**src/rtl/bnn_pkg.sv**
```systemverilog
// Shared types, default layer geometry and width helpers for the BNN layer sequencer.
package bnn_pkg;

    typedef enum logic [1:0] {
        IDLE    = 2'd0,
        LOAD    = 2'd1,
        COMPUTE = 2'd2,
        SEND    = 2'd3
    } state_e;

    localparam int DEF_IN_BITS = 64;
    localparam int DEF_NEURONS = 16;
    localparam int DEF_THRESH  = 32;

    // Wide enough to hold a popcount of 0..in_bits without wrapping.
    function automatic int acc_width(input int in_bits);
        return $clog2(in_bits + 1);
    endfunction

    function automatic int cnt_width(input int n);
        return (n > 1) ? $clog2(n) : 1;
    endfunction

endpackage

```
**src/rtl/bnn_sequencer_if.sv**
```systemverilog
// Byte-stream, weight-ROM and status signals of the BNN sequencer; master is the sequencer side.
interface bnn_sequencer_if #(
    parameter int ADDR_W = 7
);
    logic [7:0]        rx_data;
    logic              rx_valid;
    logic              rx_ready;
    logic [ADDR_W-1:0] w_addr;
    logic              w_en;
    logic [7:0]        w_data;
    logic [7:0]        tx_data;
    logic              tx_valid;
    logic              tx_ready;
    logic              busy;
    logic              done;

    modport master (
        input  rx_data, rx_valid, w_data, tx_ready,
        output rx_ready, w_addr, w_en, tx_data, tx_valid, busy, done
    );

    modport slave (
        output rx_data, rx_valid, w_data, tx_ready,
        input  rx_ready, w_addr, w_en, tx_data, tx_valid, busy, done
    );
endinterface

```
**src/rtl/xnor_popcount8.sv**
```systemverilog
// Combinational count of matching bit positions between two bytes (0..8); no latency, no flow control.
module xnor_popcount8 (
    input  logic [7:0] a_i,
    input  logic [7:0] b_i,
    output logic [3:0] cnt_o
);
    logic [7:0] match;

    always_comb begin
        match = ~(a_i ^ b_i);
        cnt_o = '0;
        for (int i = 0; i < 8; i++) begin
            cnt_o = cnt_o + {3'b000, match[i]};
        end
    end
endmodule

```
**src/rtl/bnn_sequencer.sv**
```systemverilog
// One BNN layer: load activation bytes, sweep weight ROM with XNOR-popcount, stream packed result bytes.
// Sender stalls via rx_ready outside IDLE/LOAD; result bytes hold on tx until tx_ready; ROM read latency is 1 cycle.
module bnn_sequencer
    import bnn_pkg::*;
#(
    parameter int IN_BITS = DEF_IN_BITS,
    parameter int NEURONS = DEF_NEURONS,
    parameter int THRESH  = DEF_THRESH
) (
    input  logic            clk,
    input  logic            rst_n,
    bnn_sequencer_if.master bus
);
    localparam int NB     = IN_BITS / 8;
    localparam int NO     = NEURONS / 8;
    localparam int ADDR_W = cnt_width(NEURONS * NB);
    localparam int ACC_W  = acc_width(IN_BITS);
    localparam int BC_W   = cnt_width(NB);
    localparam int N_W    = cnt_width(NEURONS);
    localparam int TX_W   = cnt_width(NO);
    localparam logic [31:0] THR = 32'(THRESH);

    state_e state_q, state_d;

    logic [BC_W-1:0]        byte_cnt_q;
    logic [NB-1:0][7:0]     act_q;
    logic [ADDR_W-1:0]      w_addr_q;
    logic [BC_W-1:0]        iss_chunk_q;
    logic [N_W-1:0]         iss_neur_q;
    logic                   issue_done_q;
    logic                   rd_vld_q;
    logic [BC_W-1:0]        rd_chunk_q;
    logic [N_W-1:0]         rd_neur_q;
    logic [ACC_W-1:0]       acc_q;
    logic [NEURONS-1:0]     result_q;
    logic [TX_W-1:0]        tx_idx_q;
    logic                   done_q;

    logic             rx_ready, w_en, tx_valid, busy;
    logic             rx_fire, tx_fire, load_last, rd_last_chunk, compute_end, send_last;
    logic [3:0]       pc;
    logic [ACC_W-1:0] acc_sum;
    logic [7:0]       tx_byte;

    assign rx_fire       = bus.rx_valid && rx_ready;
    assign tx_fire       = tx_valid && bus.tx_ready;
    assign load_last     = (state_q == LOAD) && rx_fire && (byte_cnt_q == BC_W'(NB - 1));
    assign rd_last_chunk = rd_vld_q && (rd_chunk_q == BC_W'(NB - 1));
    assign compute_end   = rd_last_chunk && (rd_neur_q == N_W'(NEURONS - 1));
    assign send_last     = tx_fire && (tx_idx_q == TX_W'(NO - 1));

    xnor_popcount8 u_xpc (
        .a_i   (bus.w_data),
        .b_i   (act_q[rd_chunk_q]),
        .cnt_o (pc)
    );

    assign acc_sum = acc_q + ACC_W'(pc);

    always_ff @(posedge clk or negedge rst_n) begin
        if (!rst_n) begin
            state_q <= IDLE;
        end else begin
            state_q <= state_d;
        end
    end

    always_comb begin
        state_d = state_q;
        case (state_q)
            IDLE:    if (rx_fire)     state_d = LOAD;
            LOAD:    if (load_last)   state_d = COMPUTE;
            COMPUTE: if (compute_end) state_d = SEND;
            SEND:    if (send_last)   state_d = IDLE;
            default:                  state_d = IDLE;
        endcase
    end

    always_comb begin
        rx_ready = 1'b0;
        w_en     = 1'b0;
        tx_valid = 1'b0;
        busy     = 1'b1;
        case (state_q)
            IDLE:    begin rx_ready = 1'b1; busy = 1'b0; end
            LOAD:    rx_ready = 1'b1;
            COMPUTE: w_en = !issue_done_q;
            SEND:    tx_valid = 1'b1;
            default: busy = 1'b0;
        endcase
    end

    always_comb begin
        tx_byte = '0;
        for (int j = 0; j < NO; j++) begin
            if (tx_idx_q == TX_W'(j)) tx_byte = result_q[8*j +: 8];
        end
    end

    always_ff @(posedge clk or negedge rst_n) begin
        if (!rst_n) begin
            byte_cnt_q   <= '0;
            act_q        <= '0;
            w_addr_q     <= '0;
            iss_chunk_q  <= '0;
            iss_neur_q   <= '0;
            issue_done_q <= 1'b0;
            rd_vld_q     <= 1'b0;
            rd_chunk_q   <= '0;
            rd_neur_q    <= '0;
            acc_q        <= '0;
            result_q     <= '0;
            tx_idx_q     <= '0;
            done_q       <= 1'b0;
        end else begin
            done_q <= send_last;

            // byte_cnt_q wraps to 0 on the last byte so IDLE always writes byte 0
            if (rx_fire) begin
                act_q[byte_cnt_q] <= bus.rx_data;
                byte_cnt_q <= load_last ? '0 : byte_cnt_q + 1'b1;
            end

            if (load_last) begin
                w_addr_q     <= '0;
                iss_chunk_q  <= '0;
                iss_neur_q   <= '0;
                issue_done_q <= 1'b0;
            end else if (w_en) begin
                if (w_addr_q == ADDR_W'(NEURONS * NB - 1)) begin
                    issue_done_q <= 1'b1;
                end else begin
                    w_addr_q <= w_addr_q + 1'b1;
                end
                if (iss_chunk_q == BC_W'(NB - 1)) begin
                    iss_chunk_q <= '0;
                    iss_neur_q  <= iss_neur_q + 1'b1;
                end else begin
                    iss_chunk_q <= iss_chunk_q + 1'b1;
                end
            end

            // Tags travel with the read so the returned byte knows its chunk and neuron
            rd_vld_q   <= w_en;
            rd_chunk_q <= iss_chunk_q;
            rd_neur_q  <= iss_neur_q;

            if (rd_vld_q) begin
                if (rd_last_chunk) begin
                    result_q[rd_neur_q] <= (32'(acc_sum) >= THR);
                    acc_q <= '0;
                end else begin
                    acc_q <= acc_sum;
                end
            end

            if (tx_fire) begin
                tx_idx_q <= send_last ? '0 : tx_idx_q + 1'b1;
            end
        end
    end

    assign bus.rx_ready = rx_ready;
    assign bus.w_addr   = w_addr_q;
    assign bus.w_en     = w_en;
    assign bus.tx_data  = tx_byte;
    assign bus.tx_valid = tx_valid;
    assign bus.busy     = busy;
    assign bus.done     = done_q;

endmodule

```
**src/flat_wrapper.sv**
```systemverilog
// flat-port wrapper written by rule: the top's interface ports become plain ports
module bnn_sequencer_flat import bnn_pkg::*;
#(
    parameter int IN_BITS = DEF_IN_BITS,
    parameter int NEURONS = DEF_NEURONS,
    parameter int THRESH  = DEF_THRESH
)
  (clk, rst_n, bus_rx_data, bus_rx_valid, bus_w_data, bus_tx_ready, bus_rx_ready, bus_w_addr, bus_w_en, bus_tx_data, bus_tx_valid, bus_busy, bus_done);
  bnn_sequencer_if #(.ADDR_W(7)) bus_i ();
  input  logic clk;
  input  logic rst_n;
  input wire logic [$bits(bus_i.rx_data)-1:0] bus_rx_data;
  input wire logic [$bits(bus_i.rx_valid)-1:0] bus_rx_valid;
  input wire logic [$bits(bus_i.w_data)-1:0] bus_w_data;
  input wire logic [$bits(bus_i.tx_ready)-1:0] bus_tx_ready;
  output wire logic [$bits(bus_i.rx_ready)-1:0] bus_rx_ready;
  output wire logic [$bits(bus_i.w_addr)-1:0] bus_w_addr;
  output wire logic [$bits(bus_i.w_en)-1:0] bus_w_en;
  output wire logic [$bits(bus_i.tx_data)-1:0] bus_tx_data;
  output wire logic [$bits(bus_i.tx_valid)-1:0] bus_tx_valid;
  output wire logic [$bits(bus_i.busy)-1:0] bus_busy;
  output wire logic [$bits(bus_i.done)-1:0] bus_done;
  assign bus_i.rx_data = bus_rx_data;
  assign bus_i.rx_valid = bus_rx_valid;
  assign bus_i.w_data = bus_w_data;
  assign bus_i.tx_ready = bus_tx_ready;
  assign bus_rx_ready = bus_i.rx_ready;
  assign bus_w_addr = bus_i.w_addr;
  assign bus_w_en = bus_i.w_en;
  assign bus_tx_data = bus_i.tx_data;
  assign bus_tx_valid = bus_i.tx_valid;
  assign bus_busy = bus_i.busy;
  assign bus_done = bus_i.done;
  bnn_sequencer #(.IN_BITS(IN_BITS), .NEURONS(NEURONS), .THRESH(THRESH)) u_core (.clk(clk), .rst_n(rst_n), .bus(bus_i));
endmodule
```
**config.mk**
```make
export PLATFORM = sky130hd
export DESIGN_NAME = bnn_sequencer_flat
export DESIGN_NICKNAME = d
export VERILOG_FILES = /design/src/rtl/bnn_pkg.sv /design/src/rtl/bnn_sequencer_if.sv /design/src/rtl/xnor_popcount8.sv /design/src/rtl/bnn_sequencer.sv /design/src/flat_wrapper.sv
export SDC_FILE = /design/constraint.sdc
export NUM_CORES = 1
export LEC_CHECK = 0
export CAP_MARGIN = 40
export CELL_PAD_IN_SITES_DETAIL_PLACEMENT = 0
export CELL_PAD_IN_SITES_GLOBAL_PLACEMENT = 1
export CORE_MARGIN = 2
export CORE_UTILIZATION = 53
export DETAILED_ROUTE_END_ITERATION = 10
export HOLD_SLACK_MARGIN = 0.15
export PLACE_DENSITY = 0.92
export SLEW_MARGIN = 5
export SYNTH_ARGS = -nofsm -noshare
export SYNTH_HDL_FRONTEND = slang
export SYNTH_SLANG_ARGS = --single-unit
```
**constraint.sdc**
```tcl
create_clock -name clk -period 8 [get_ports clk]
set_input_delay 1.6 -clock clk [delete_from_list [all_inputs] [get_ports clk]]
set_output_delay 1.6 -clock clk [all_outputs]
set_load 0.02 [all_outputs]
```
==> metrics.yaml <==
place:
  pre_cts_slack_ns: 1.91
  globalplace.congestion: 0.768
  hpwl_um: 7540
  numPortBuffers: 39
sta:
  slew_headroom: 0.407
  finalCriticalPeriod_ns: 5.60
  finClkSkew_ns: 0.00427
  fin_tns_setup_ns: 0
  drv_slew: 0
  setup_slack_ns: 2.40
  period_share: 0.701
  hold_viol: 0
  max_freq_ghz: 0.178
  rsz0062_at_grt: "false"
  worst_slew_pin_slew_ns: 0.889
  setup_viol: 0
  whs_ns: 0.396
global_routing:
  grt_pass1_vias: 3784
  antenna_found_initial: 0
  grt_max_degree: 58
  grt_overflow: 0
  grt_util_all_layers: 0.216
  grt_pass1_wl_um: 19100
route:
  wl_per_cell_um: 18.5
  routed_wl_um: 11700
  num_vias: 3613
  drt-pass1-iter-count: 4
  drc: 0
  routed_via_density: 5.69
  initialDrtViolationCount: 160
  ant_nets: 0
clock_network:
  cts_resized: 0
  cts.htree.levels: 4
  cts_tree: "built"
  cts_buffers: 17
  clk_latency_ns: 0.52
  clk_pin_slew_ns: 0.06
  cts_sinks: 117
  root_buffer: "clkbuf_8"
  postCtsHoldBufs: 0
  post-cts-setup-buffer-count: 0
  clk_path_buf_depth: 2
setup_path:
  cp.required_ns: 8.45
  crit_fanout: 16
  crit_arrival_ns: 6.06
  cp_common_cell: "fa_1"
  crit_slowest_cell: "a31oi_2"
  critPathCaptureType: "flip-flop"
  crit_type: "in2reg"
  slowest_delay_ns: 0.59
  rrSetupSlack_ns: 2.45
  crit_path_cell_trace: "clkdlybuf4s50_1, xnor2_1, fa_1, fa_1, inv_1, fa_1, fa_1, inv_1, fa_1, nand2b_1, a21oi_2, xnor2_1, a31oi_2, mux2_2"
  crit_path_start_kind: "input pin"
synthesis:
  syn_area_per_cell_um2: 13.3
  synthFlopType: "dfrtp_1"
  synth-edff-count: 0
  synth_cell_types: 45
  synthCells: 436
  synth-seq-area-share: 0.505
  async_reset_ff_frac: 1.00
  ys_seq_elements: 117
  yosysWarningCount: 0
  synth_top_cell_by_area: "dfrtp_1"
  netlist_area_um2: 5800
  synth_top_area_frac: 0.505
  syn_nets: 477
  yosys-top-cells-area: "dfrtp_1 (50%), mux2_2 (15%), mux4_2 (6.2%)"
status:
  outcome: "finished clean"
floorplanning:
  ios: 40
  die_w_um: 109
  placementRows: 38
  coreArea_um2: 10700
  start_util: 0.540
  die_height_um: 109
  die-area_um2: 11800
final_layout:
  drive_gt1_frac: 0.315
  layout_common_cells: "dfrtp_1 (117), mux2_2 (79), clkdlybuf4s50_1 (38)"
  antenna_cells: 0
  final_common_cell: "dfrtp_1"
  multi_input_area_um2: 2710
  fill_cells: 775
  finish.utilization: 0.648
  syn_to_final_growth_pct: 20.2
  nets: 524
  seq_area_um2: 2930
flow_run:
  cap_viol_max_count: 0
power_and_ir_drop:
  peakVddDrop_uv: 521
  p_per_area_nw_per_um2: 513
  p_leak_nw: 3.08
  power_mw: 3.58
min_path:
  worst_hold_path_type: "reg2reg"
==> metrics by stage <==
stage | std cells | cell area, um^2
finish | 635 | 6970
global route | 635 | 6970
CTS | 635 | 6970
detailed placement | 604 | 6310
global placement | 603 | 6280
floorplan | 436 | 5800
==> worst paths after layout <==
check	startpoint	to	cells past startpoint
min in group asynchronous	rst_n	u_core.acc_q[1]	1
max reg2reg	u_core.rd_chunk_q[1]	u_core.result_q[14]	15
min	u_core.iss_neur_q[3]	u_core.rd_neur_q[3]	0
max in group asynchronous	rst_n	u_core.bus.w_addr[1]	3
max	bus_w_data[3]	u_core.result_q[14]	14
min reg2reg	u_core.iss_neur_q[3]	u_core.rd_neur_q[3]	0
==> critical path: cells and delay by family <==
kind / cells / cell delay [ns]
AO/OA/AOI/OAI: 2 / 0.80
XOR/XNOR: 2 / 0.43
adder cells (fa/ha/maj): 5 / 2.21
multiplexers: 1 / 0.29
buffers and inverters: 3 / 0.53
AND/OR/NAND/NOR: 1 / 0.18
==> per-layer routing <==
| metal | share of wire | up-vias | GRT usage |
|---|---|---|---|
| li1 | - | 1665 | - |
| met1 | 0.45 | 1864 | 0.284 |
| met2 | 0.50 | 65 | 0.356 |
| met3 | 0.032 | 19 | 0.0470 |
| met4 | 0.017 | 0 | 0.0788 |
| met5 | 0 | - | 0 |
==> cell type report <==
class / count / share of cell area
inverters: 17 / 0.00916
clock buffers: 21 / 0.0659
flip-flops and latches: 117 / 0.420
repair buffers: 42 / 0.0618
well taps: 140 / 0.0251
multi-input cells: 288 / 0.389
clock inverters: 10 / 0.0287
==> Yosys cell counts, types with 2 or more instances <==
cell type and instances:
a21oi_1 10, a21oi_2 2, a31oi_1 2, and3_1 4, buf_2 2, buf_4 3
buf_6 4, clkbuf_1 5, dfrtp_1 117, fa_1 5, ha_1 16, inv_1 15
inv_2 2, mux2_1 2, mux2_2 79, mux2_4 10, mux2i_1 9, mux4_2 16
nand2_1 26, nand2b_1 8, nand3_1 14, nand3_2 2, nand4_1 5, nor2_1 19
nor2_2 6, nor2b_1 4, nor3_1 5, o21ai_0 6, o221ai_1 4, or3_1 3
xnor2_1 10, xor2_1 8
==> sequential cells by signal, summed over array words and instances (netlist names) <==
signal and flops:
u_core.act_q 64, u_core.result_q 16, u_core.acc_q 7, u_core.bus.w_addr 7
u_core.iss_neur_q 4, u_core.rd_neur_q 4, u_core.byte_cnt_q 3, u_core.iss_chunk_q 3
u_core.rd_chunk_q 3, u_core.state_q 2, u_core.bus.done 1, u_core.issue_done_q 1
u_core.rd_vld_q 1, u_core.tx_idx_q 1
==> cell families (layout without fill, tap and decap cells) <==
family                     after synthesis  after routing  share of synthesized area
and+or+nand+nor                        105            105                     0.0962
AOI/OAI and AO/OA                       28             28                     0.0315
adders and majority gates               21             21                     0.0518
muxes                                  116            116                      0.261
buffers and inverters                   31             90                     0.0276
DFF                                    117            117                      0.505
xor gates and xnor gates                18             18                     0.0272
==> report_power, final <==
part	internal [mW]	switching [mW]
clock	0.589	0.255
combinational	0.841	0.810
sequential	0.849	0.231
total	2.28	1.30
(Power assumes the default switching activity.)
